<file path="config.mk">
export PLATFORM = sky130hd
export DESIGN_NAME = dma_priority_resolver
export DESIGN_NICKNAME = d
export VERILOG_FILES = /design/src/rtl/dma_priority_resolver.sv
export SDC_FILE = /design/constraint.sdc
export NUM_CORES = 1
export LEC_CHECK = 0
export ABC_AREA = 0
export CAP_MARGIN = 15
export CORE_ASPECT_RATIO = 1.2
export CORE_UTILIZATION = 44
export DETAILED_ROUTE_END_ITERATION = 10
export PLACE_DENSITY = 0.84
export SETUP_SLACK_MARGIN = 0.15
export SYNTH_ARGS = -nofsm -noshare
export SYNTH_HDL_FRONTEND = slang
export SYNTH_SLANG_ARGS = --single-unit
</file>
<file path="constraint.sdc">
create_clock -name CLK -period 3.5 [get_ports CLK]
set_input_delay 0.7 -clock CLK [delete_from_list [all_inputs] [get_ports CLK]]
set_output_delay 0.7 -clock CLK [all_outputs]
set_load 0.03 [all_outputs]
</file>
<file path="src/rtl/dma_priority_resolver.sv">
// dma_priority_resolver: picks one DMA channel, negotiates the bus with the CPU
// through HRQ/HLDA, then acknowledges the winner until the service ends.
// Four channels only. Fixed or rotating priority.
// Optional build macro: DMA_PR_REQ_SYNC_EN puts DREQ through a two-flop
// synchronizer before it is used, which adds 2 cycles of request latency.
module dma_priority_resolver #(
    parameter int CH_NUM = 4
) (
    input  logic              CLK,
    input  logic              RESET,
    input  logic [7:0]        commandReg,
    input  logic [7:0]        requestReg,
    input  logic [7:0]        maskReg,
    input  logic [CH_NUM-1:0] DREQ,
    input  logic              HLDA,
    input  logic              svc_end,
    output logic              HRQ,
    output logic [CH_NUM-1:0] DACK,
    output logic              grant_vld,
    output logic [1:0]        grant_ch
);

    typedef enum logic [1:0] {
        S_IDLE,
        S_WAIT_HLDA,
        S_ACTIVE,
        S_RELEASE
    } state_t;

    state_t     r_state, w_next;
    logic [3:0] w_dreq, w_eff, w_rreq, w_ack_next;
    logic [7:0] w_dbl;
    logic [1:0] w_off, w_win, w_gnt_next;
    logic       w_any;
    logic [1:0] r_rot, r_grant_ch;
    logic [3:0] r_ack;
    logic       r_hrq, r_grant_vld;

    // Command, request and mask bits that this block does not look at.
    logic w_unused;
    assign w_unused = ^{commandReg[5], commandReg[3], commandReg[1:0],
                        requestReg[7:4], maskReg[7:4]};

`ifdef DMA_PR_REQ_SYNC_EN
    logic [3:0] r_dreq_meta, r_dreq_sync;

    // Two-flop synchronizer for the asynchronous hardware requests.
    always_ff @(posedge CLK or negedge RESET) begin
        if (!RESET) begin
            r_dreq_meta <= '0;
            r_dreq_sync <= '0;
        end else begin
            r_dreq_meta <= DREQ;
            r_dreq_sync <= r_dreq_meta;
        end
    end
    assign w_dreq = r_dreq_sync;
`else
    assign w_dreq = DREQ;
`endif

    // DREQ polarity is set by commandReg[6]. Software requests bypass the mask.
    assign w_eff = ((w_dreq ^ {4{commandReg[6]}}) & ~maskReg[3:0]) | requestReg[3:0];
    assign w_any = |w_eff;

    // Rotate the requests so the highest-priority channel lands in bit 0.
    assign w_dbl  = {w_eff, w_eff} >> r_rot;
    assign w_rreq = w_dbl[3:0];

    // Lowest set bit of the rotated vector, then map it back to a channel.
    always_comb begin
        w_off = 2'd0;
        casez (w_rreq)
            4'b???1: w_off = 2'd0;
            4'b??10: w_off = 2'd1;
            4'b?100: w_off = 2'd2;
            4'b1000: w_off = 2'd3;
            default: w_off = 2'd0;
        endcase
        w_win = r_rot + w_off;
    end

    // Next-state logic for the bus handshake.
    always_comb begin
        w_next = r_state;
        case (r_state)
            S_IDLE: begin
                if (!commandReg[2] && w_any) w_next = S_WAIT_HLDA;
            end
            S_WAIT_HLDA: begin
                if (HLDA)                          w_next = w_any ? S_ACTIVE : S_IDLE;
                else if (!w_any || commandReg[2])  w_next = S_IDLE;
            end
            S_ACTIVE: begin
                // Both svc_end and HLDA low end the service. Only svc_end rotates.
                if (svc_end || !HLDA) w_next = S_RELEASE;
            end
            S_RELEASE: w_next = S_IDLE;
            default:   w_next = S_IDLE;
        endcase
    end

    // The winner is latched when ACTIVE is entered and is held after that.
    assign w_gnt_next = (r_state == S_WAIT_HLDA) ? w_win : r_grant_ch;
    assign w_ack_next = (w_next == S_ACTIVE) ? (4'b0001 << w_gnt_next) : 4'b0000;

    // State register plus registered outputs, all decoded from the next state.
    always_ff @(posedge CLK or negedge RESET) begin
        if (!RESET) begin
            r_state     <= S_IDLE;
            r_hrq       <= 1'b0;
            r_grant_vld <= 1'b0;
            r_grant_ch  <= 2'd0;
            r_ack       <= 4'b0000;
        end else begin
            r_state     <= w_next;
            r_hrq       <= (w_next == S_WAIT_HLDA) || (w_next == S_ACTIVE);
            r_grant_vld <= (w_next == S_ACTIVE);
            r_ack       <= w_ack_next;
            if (r_state == S_WAIT_HLDA && w_next == S_ACTIVE) r_grant_ch <= w_win;
        end
    end

    // Rotation pointer. In fixed mode it is held at 0. In rotating mode it
    // moves past the served channel only when the service ends normally.
    always_ff @(posedge CLK or negedge RESET) begin
        if (!RESET)                                r_rot <= 2'd0;
        else if (!commandReg[4])                   r_rot <= 2'd0;
        else if (r_state == S_ACTIVE && svc_end)   r_rot <= r_grant_ch + 2'd1;
    end

    assign HRQ       = r_hrq;
    assign grant_vld = r_grant_vld;
    assign grant_ch  = r_grant_ch;
    // DACK polarity is set by commandReg[7]. While r_ack is zero, every DACK is inactive.
    assign DACK      = commandReg[7] ? r_ack : ~r_ack;

endmodule

</file>
Yosys cells after proc, flatten, opt, wreduce, memory -nomap -nowiden. Index checks and enable logic that the tools add are counted.

Bits in writable memories: 0. Memories: 0. Bits in latches: 0. Register bits after elaboration: 12. ROM bits: 0. Input bits: 32.

Div/mod/pow operators: 0. Mux-type cells: 12. Shift-type cells: 2. Order comparisons: 0. Bitwise logic cells: 5. Multiply operators: 0. Equal/unequal tests: 9. Add/sub/neg operators: 2. Reduce and logical (&&, ||, !) cells: 11.

Operators by type and width (number): 2-to-1 mux 2 bit (8); == test 2 bit (second input constant) (4); 2-to-1 mux 4 bit (2); inverter 4 bit (2); one-hot mux 2 bit (4 select lines) (1); right shift 8 x 2 -> 4 bit (1); one-hot mux 2 bit (3 select lines) (1); bitwise AND 4 bit (1); == test 2 x 1 -> 1 bit (second input constant) (2); == test 4 bit (second input constant) (1); OR 4 bit (1); OR reduction 4 bit (1); << shifter 1 x 2 -> 4 bit (first input constant) (1); bitwise XOR 4 bit (1); == test 3 bit (second input constant) (1); logical AND 1 bit (3); logical NOT 1 bit (3); logical OR 1 bit (3); adder 2 x 1 -> 2 bit (second input constant) (1); adder 2 bit (1); logical NOT 2 bit (1); != test 2 x 1 -> 1 bit (second input constant) (1).

Depth between registers and ports, before layout.
Word-level depth: 11. Gate-level depth with buffers: 12. Depth with buffers taken out: 11.

Worst setup path before layout. OpenSTA, ideal clock, no wires.

Path kind: input port to flip-flop. Start point: input port commandReg[6]. End point: register r_ack[3]. Stages: 12. Library setup time: 0.080 ns. Slack: 0.852 ns. Arrival time: 2.568 ns. Path buffers: 1. Cells stage by stage: buf_6 xnor2_1 nor2_1 nor2_1 nor3_1 a311oi_1 o21ai_1 ha_1 xnor2_1 and2_1 mux2_4 nor3b_2.

Word-level cells in the longest chain between the ends: 11.

Ends and longest elaborated chain: start, declared (line 11) `input logic [7:0] commandReg,`; bitwise XOR 4 bit * (line 63) `assign w_eff = ((w_dreq ^ {4{commandReg[6]}}) & ~maskReg[3:0]) | requestReg[3:0];`; bitwise AND 4 bit * (line 63); OR 4 bit * (line 63); parallel branches: the longest is 7 deep, another holds adder 2 bit; 2-to-1 mux 4 bit * (line 105) `assign w_ack_next = (w_next == S_ACTIVE) ? (4'b0001 << w_gnt_next) : 4'b0000;`; net w_ack_next[3] (line 31) `logic [3:0] w_dreq, w_eff, w_rreq, w_ack_next;`; end signal, assigned (line 119) `r_ack <= w_ack_next;`; end, declared (line 36) `logic [3:0] r_ack;`.

Mark *: on every way through the listed nets, which the timed path passes. A chain may end at the register's enable or synchronous reset.

Worst setup path after layout. Same ends and word-level chain as after synthesis.

==> flow_summary.toml <==
[synthesis]
async_flop_share_pct = 100.0
syn_nets = 121
ys_ff_latch = 12
ys.flop_type = "dfrtp_1"
syn-cell-area_um2 = 880.8
syn_avg_cell_area_um2 = 10.12
seq_area_frac_synth_pct = 34.09
yosysWarnings = 0
synth_edf_count = 0
synth.distinct_cells = 33
syn_inst = 87

[global_routing]
grt_use_total_pct = 18.12
grt_pass1_wl_mm = 2.973
grt_pass1_vias = 736
grt_max_degree = 13
antenna_found_initial = 0
grt_overflow = 0

[worst_setup_path]
crit_start = "commandReg[6]"
cp-end-kind = "register"
cp_max_fo = 8
cp.required_ns = 3.69
path_cells = "clkdlybuf4s50_1 > buf_4 > xnor2_2 > o21bai_4 > nor2_1 > nor3_1 > a21oi_1 > o21ai_1 > ha_1 > xnor2_1 > and2_1 > mux2_4 > nor3b_2"
crit_type = "in2reg"
start_kind = "primary input"
slowest_stage = "clkdlybuf4s50_1"
max_stage_delay_ns = 0.53
worstReg2RegStart = "r_rot[0]$_DFFE_PN0P_"
arrival_ns = 3.28

[floorplanning]
die_w_um = 42.85
start_util_pct = 47.60
die_area_um2 = 2186
core_area_um2 = 1851
io_pins = 40
fp-row-count = 17
die_h_um = 51.02

[sta]
clock_skew_ns = 0.002116
worst_pin_slew_ns = 0.5269
rsz0062_at_grt = "false"
setup_tns_ns = 0
setup_viol = 0
fmax_ghz = 0.3231
hold_violations = 0
min_period_over_period_pct = 88.43
drv_slew = 0
period_minus_slack_ns = 3.095
maxSlewHeadroom_pct = 64.77

[routing]
wire_per_inst_um = 12.75
ant_nets = 0
drt_iter0_drc = 10
viasPerCell = 5.358
drc = 0
wl_mm = 1.708
first_pass_iters = 4
via_count = 718

[power]
vdd_drop_max_v = 0.0005129
leakage_nw = 0.5022
power.density_nw_per_um2 = 588.2

[finish]
layout-drive-gt1-share_pct = 14.78
fillers = 152
area_delta_synth_final_pct = 34.66
postLayoutCoreUtil_pct = 64.10
num_antenna_cells = 0
finish.instance_area_um2 = 1186
fin_nets = 151

[clocking]
ctsHoldBuffers = 0
path_clk_slew_ns = 0.07
cts.path.max_buffers = 2
cts_buffers = 3
clock_sinks = 12
clkLatencyLatePin_ns = 0.26
htree_levels = 1
cts_tree = "built"
root_buffer = "clkbuf_4"
cts_resized = 0
post_cts_buffers = 0

[placement]
io_buffers = 27
placed_area_um2 = 1164
dp_hpwl_mm = 1.433
gp_congestion = 0.7988

[worst_hold_path]
hp-start = "r_state[0]$_DFF_PN0_"
hp-class = "reg2reg"

[outcome]
outcome = "complete, no violations"

[run]
cap_viol_max_count = 0
==> synthesized netlist by cell type (2+ instances only) <==
cell	n	area, um2
nor3_1	2	10.01
nand2_1	8	30.03
o21bai_1	4	30.03
xnor2_2	2	32.53
inv_1	2	7.510
ha_1	2	25.02
xnor2_1	9	78.83
dfrtp_1	12	300.3
o21ai_0	2	10.01
nor3b_2	2	25.02
o21bai_4	3	56.30
nand3_1	2	10.01
o21ai_1	2	10.01
o211a_1	2	20.02
mux2i_1	4	40.04
a21oi_1	4	20.02
nor2_1	8	30.03
clkbuf_1	2	7.510
==> cell type report <==
type                    instances  area (um2)  area share [%]
flip-flops and latches         12       300.3           25.32
multi-input cells              69       550.5           46.41
inverters                       3       11.26          0.9494
well taps                      19       23.77           2.004
clock buffers                   3       22.52           1.899
repair buffers                 28       277.8           23.42
==> kinds of logic after synthesis <==
group / synth area share (%)
compound gates: 23.15
xor+xnor: 12.64
fa+ha+maj: 2.840
buf+inv: 3.409
flops: 34.09
mux: 7.528
simple gates: 16.34
==> routing by layer <==
| metal | up-vias | global-route usage (%) | routed length, um |
|---|---|---|---|
| met2 | 15 | 37.37 | 1004 |
| met4 | 0 | 1.563 | 14 |
| li1 | 367 | - | - |
| met3 | 2 | 6.360 | 55 |
| met5 | - | 0 | 0 |
| met1 | 334 | 17.04 | 634 |
==> critical path: cells and delay by family <==
family	cells	cell delay [ns]
buffers and inverters	2	0.73
and+or+nand+nor	4	0.65
xor gates and xnor gates	2	0.37
AOI/OAI and AO/OA	3	0.37
muxes	1	0.27
adders and majority gates	1	0.19
==> sequential cells by signal, indices dropped and copies added, names as in the netlist <==
register and count:
grant_ch 2, r_state 2, r_ack 4, r_rot 2, HRQ 1, grant_vld 1
==> through the flow <==
stage          hold slack, ns  instances  setup slack, ns  power [mW]
6_report               0.5843        134           0.4051      0.6976
5_1_grt                0.6323        134           0.2786      0.7529
4_1_cts                0.5800        134           0.3919      0.7031
3_5_place_dp           0.5638        131           0.1200      0.6219
3_3_place_gp           0.5413        131           0.2516      0.6097
2_1_floorplan          0.4044         87           0.8519      0.4912
==> cells in the final DEF, fill, tap and decap left out <==
cell,count
a21oi_1,4
a311oi_1,1
a32oi_2,1
and2_1,1
buf_4,1
clkbuf_4,3
clkdlybuf4s50_1,27
dfrtp_1,12
ha_1,2
inv_1,2
inv_2,1
mux2_1,1
mux2_4,1
mux2i_1,4
nand2_1,8
nand2b_1,1
nand3_1,2
nor2_1,8
nor2b_1,1
nor3_1,2
nor3b_1,1
nor3b_2,2
nor4_1,1
o211a_1,2
o21ai_0,2
o21ai_1,2
o21bai_1,4
o21bai_2,1
o21bai_4,3
o221a_2,1
o311a_1,1
or2_2,1
xnor2_1,9
xnor2_2,2
==> report_power, final <==
part           internal, mW  switching [mW]
clock network        0.0398          0.0406
registers             0.185          0.0426
logic                 0.189           0.201
==> final timing paths <==
kind	endpoint	slack, ns	cells past startpoint
min reg2reg	r_state[1]$_DFF_PN0_	0.58	1
min	r_state[1]$_DFF_PN0_	0.58	1
max in group asynchronous	grant_ch[1]$_DFFE_PN0P_	2.37	1
max reg2reg	r_ack[3]$_DFF_PN0_	1.40	8
max	r_ack[3]$_DFF_PN0_	0.41	13
min in group asynchronous	r_rot[0]$_DFFE_PN0P_	0.78	1
No activity file was read; power rests on OpenSTA's default activity.
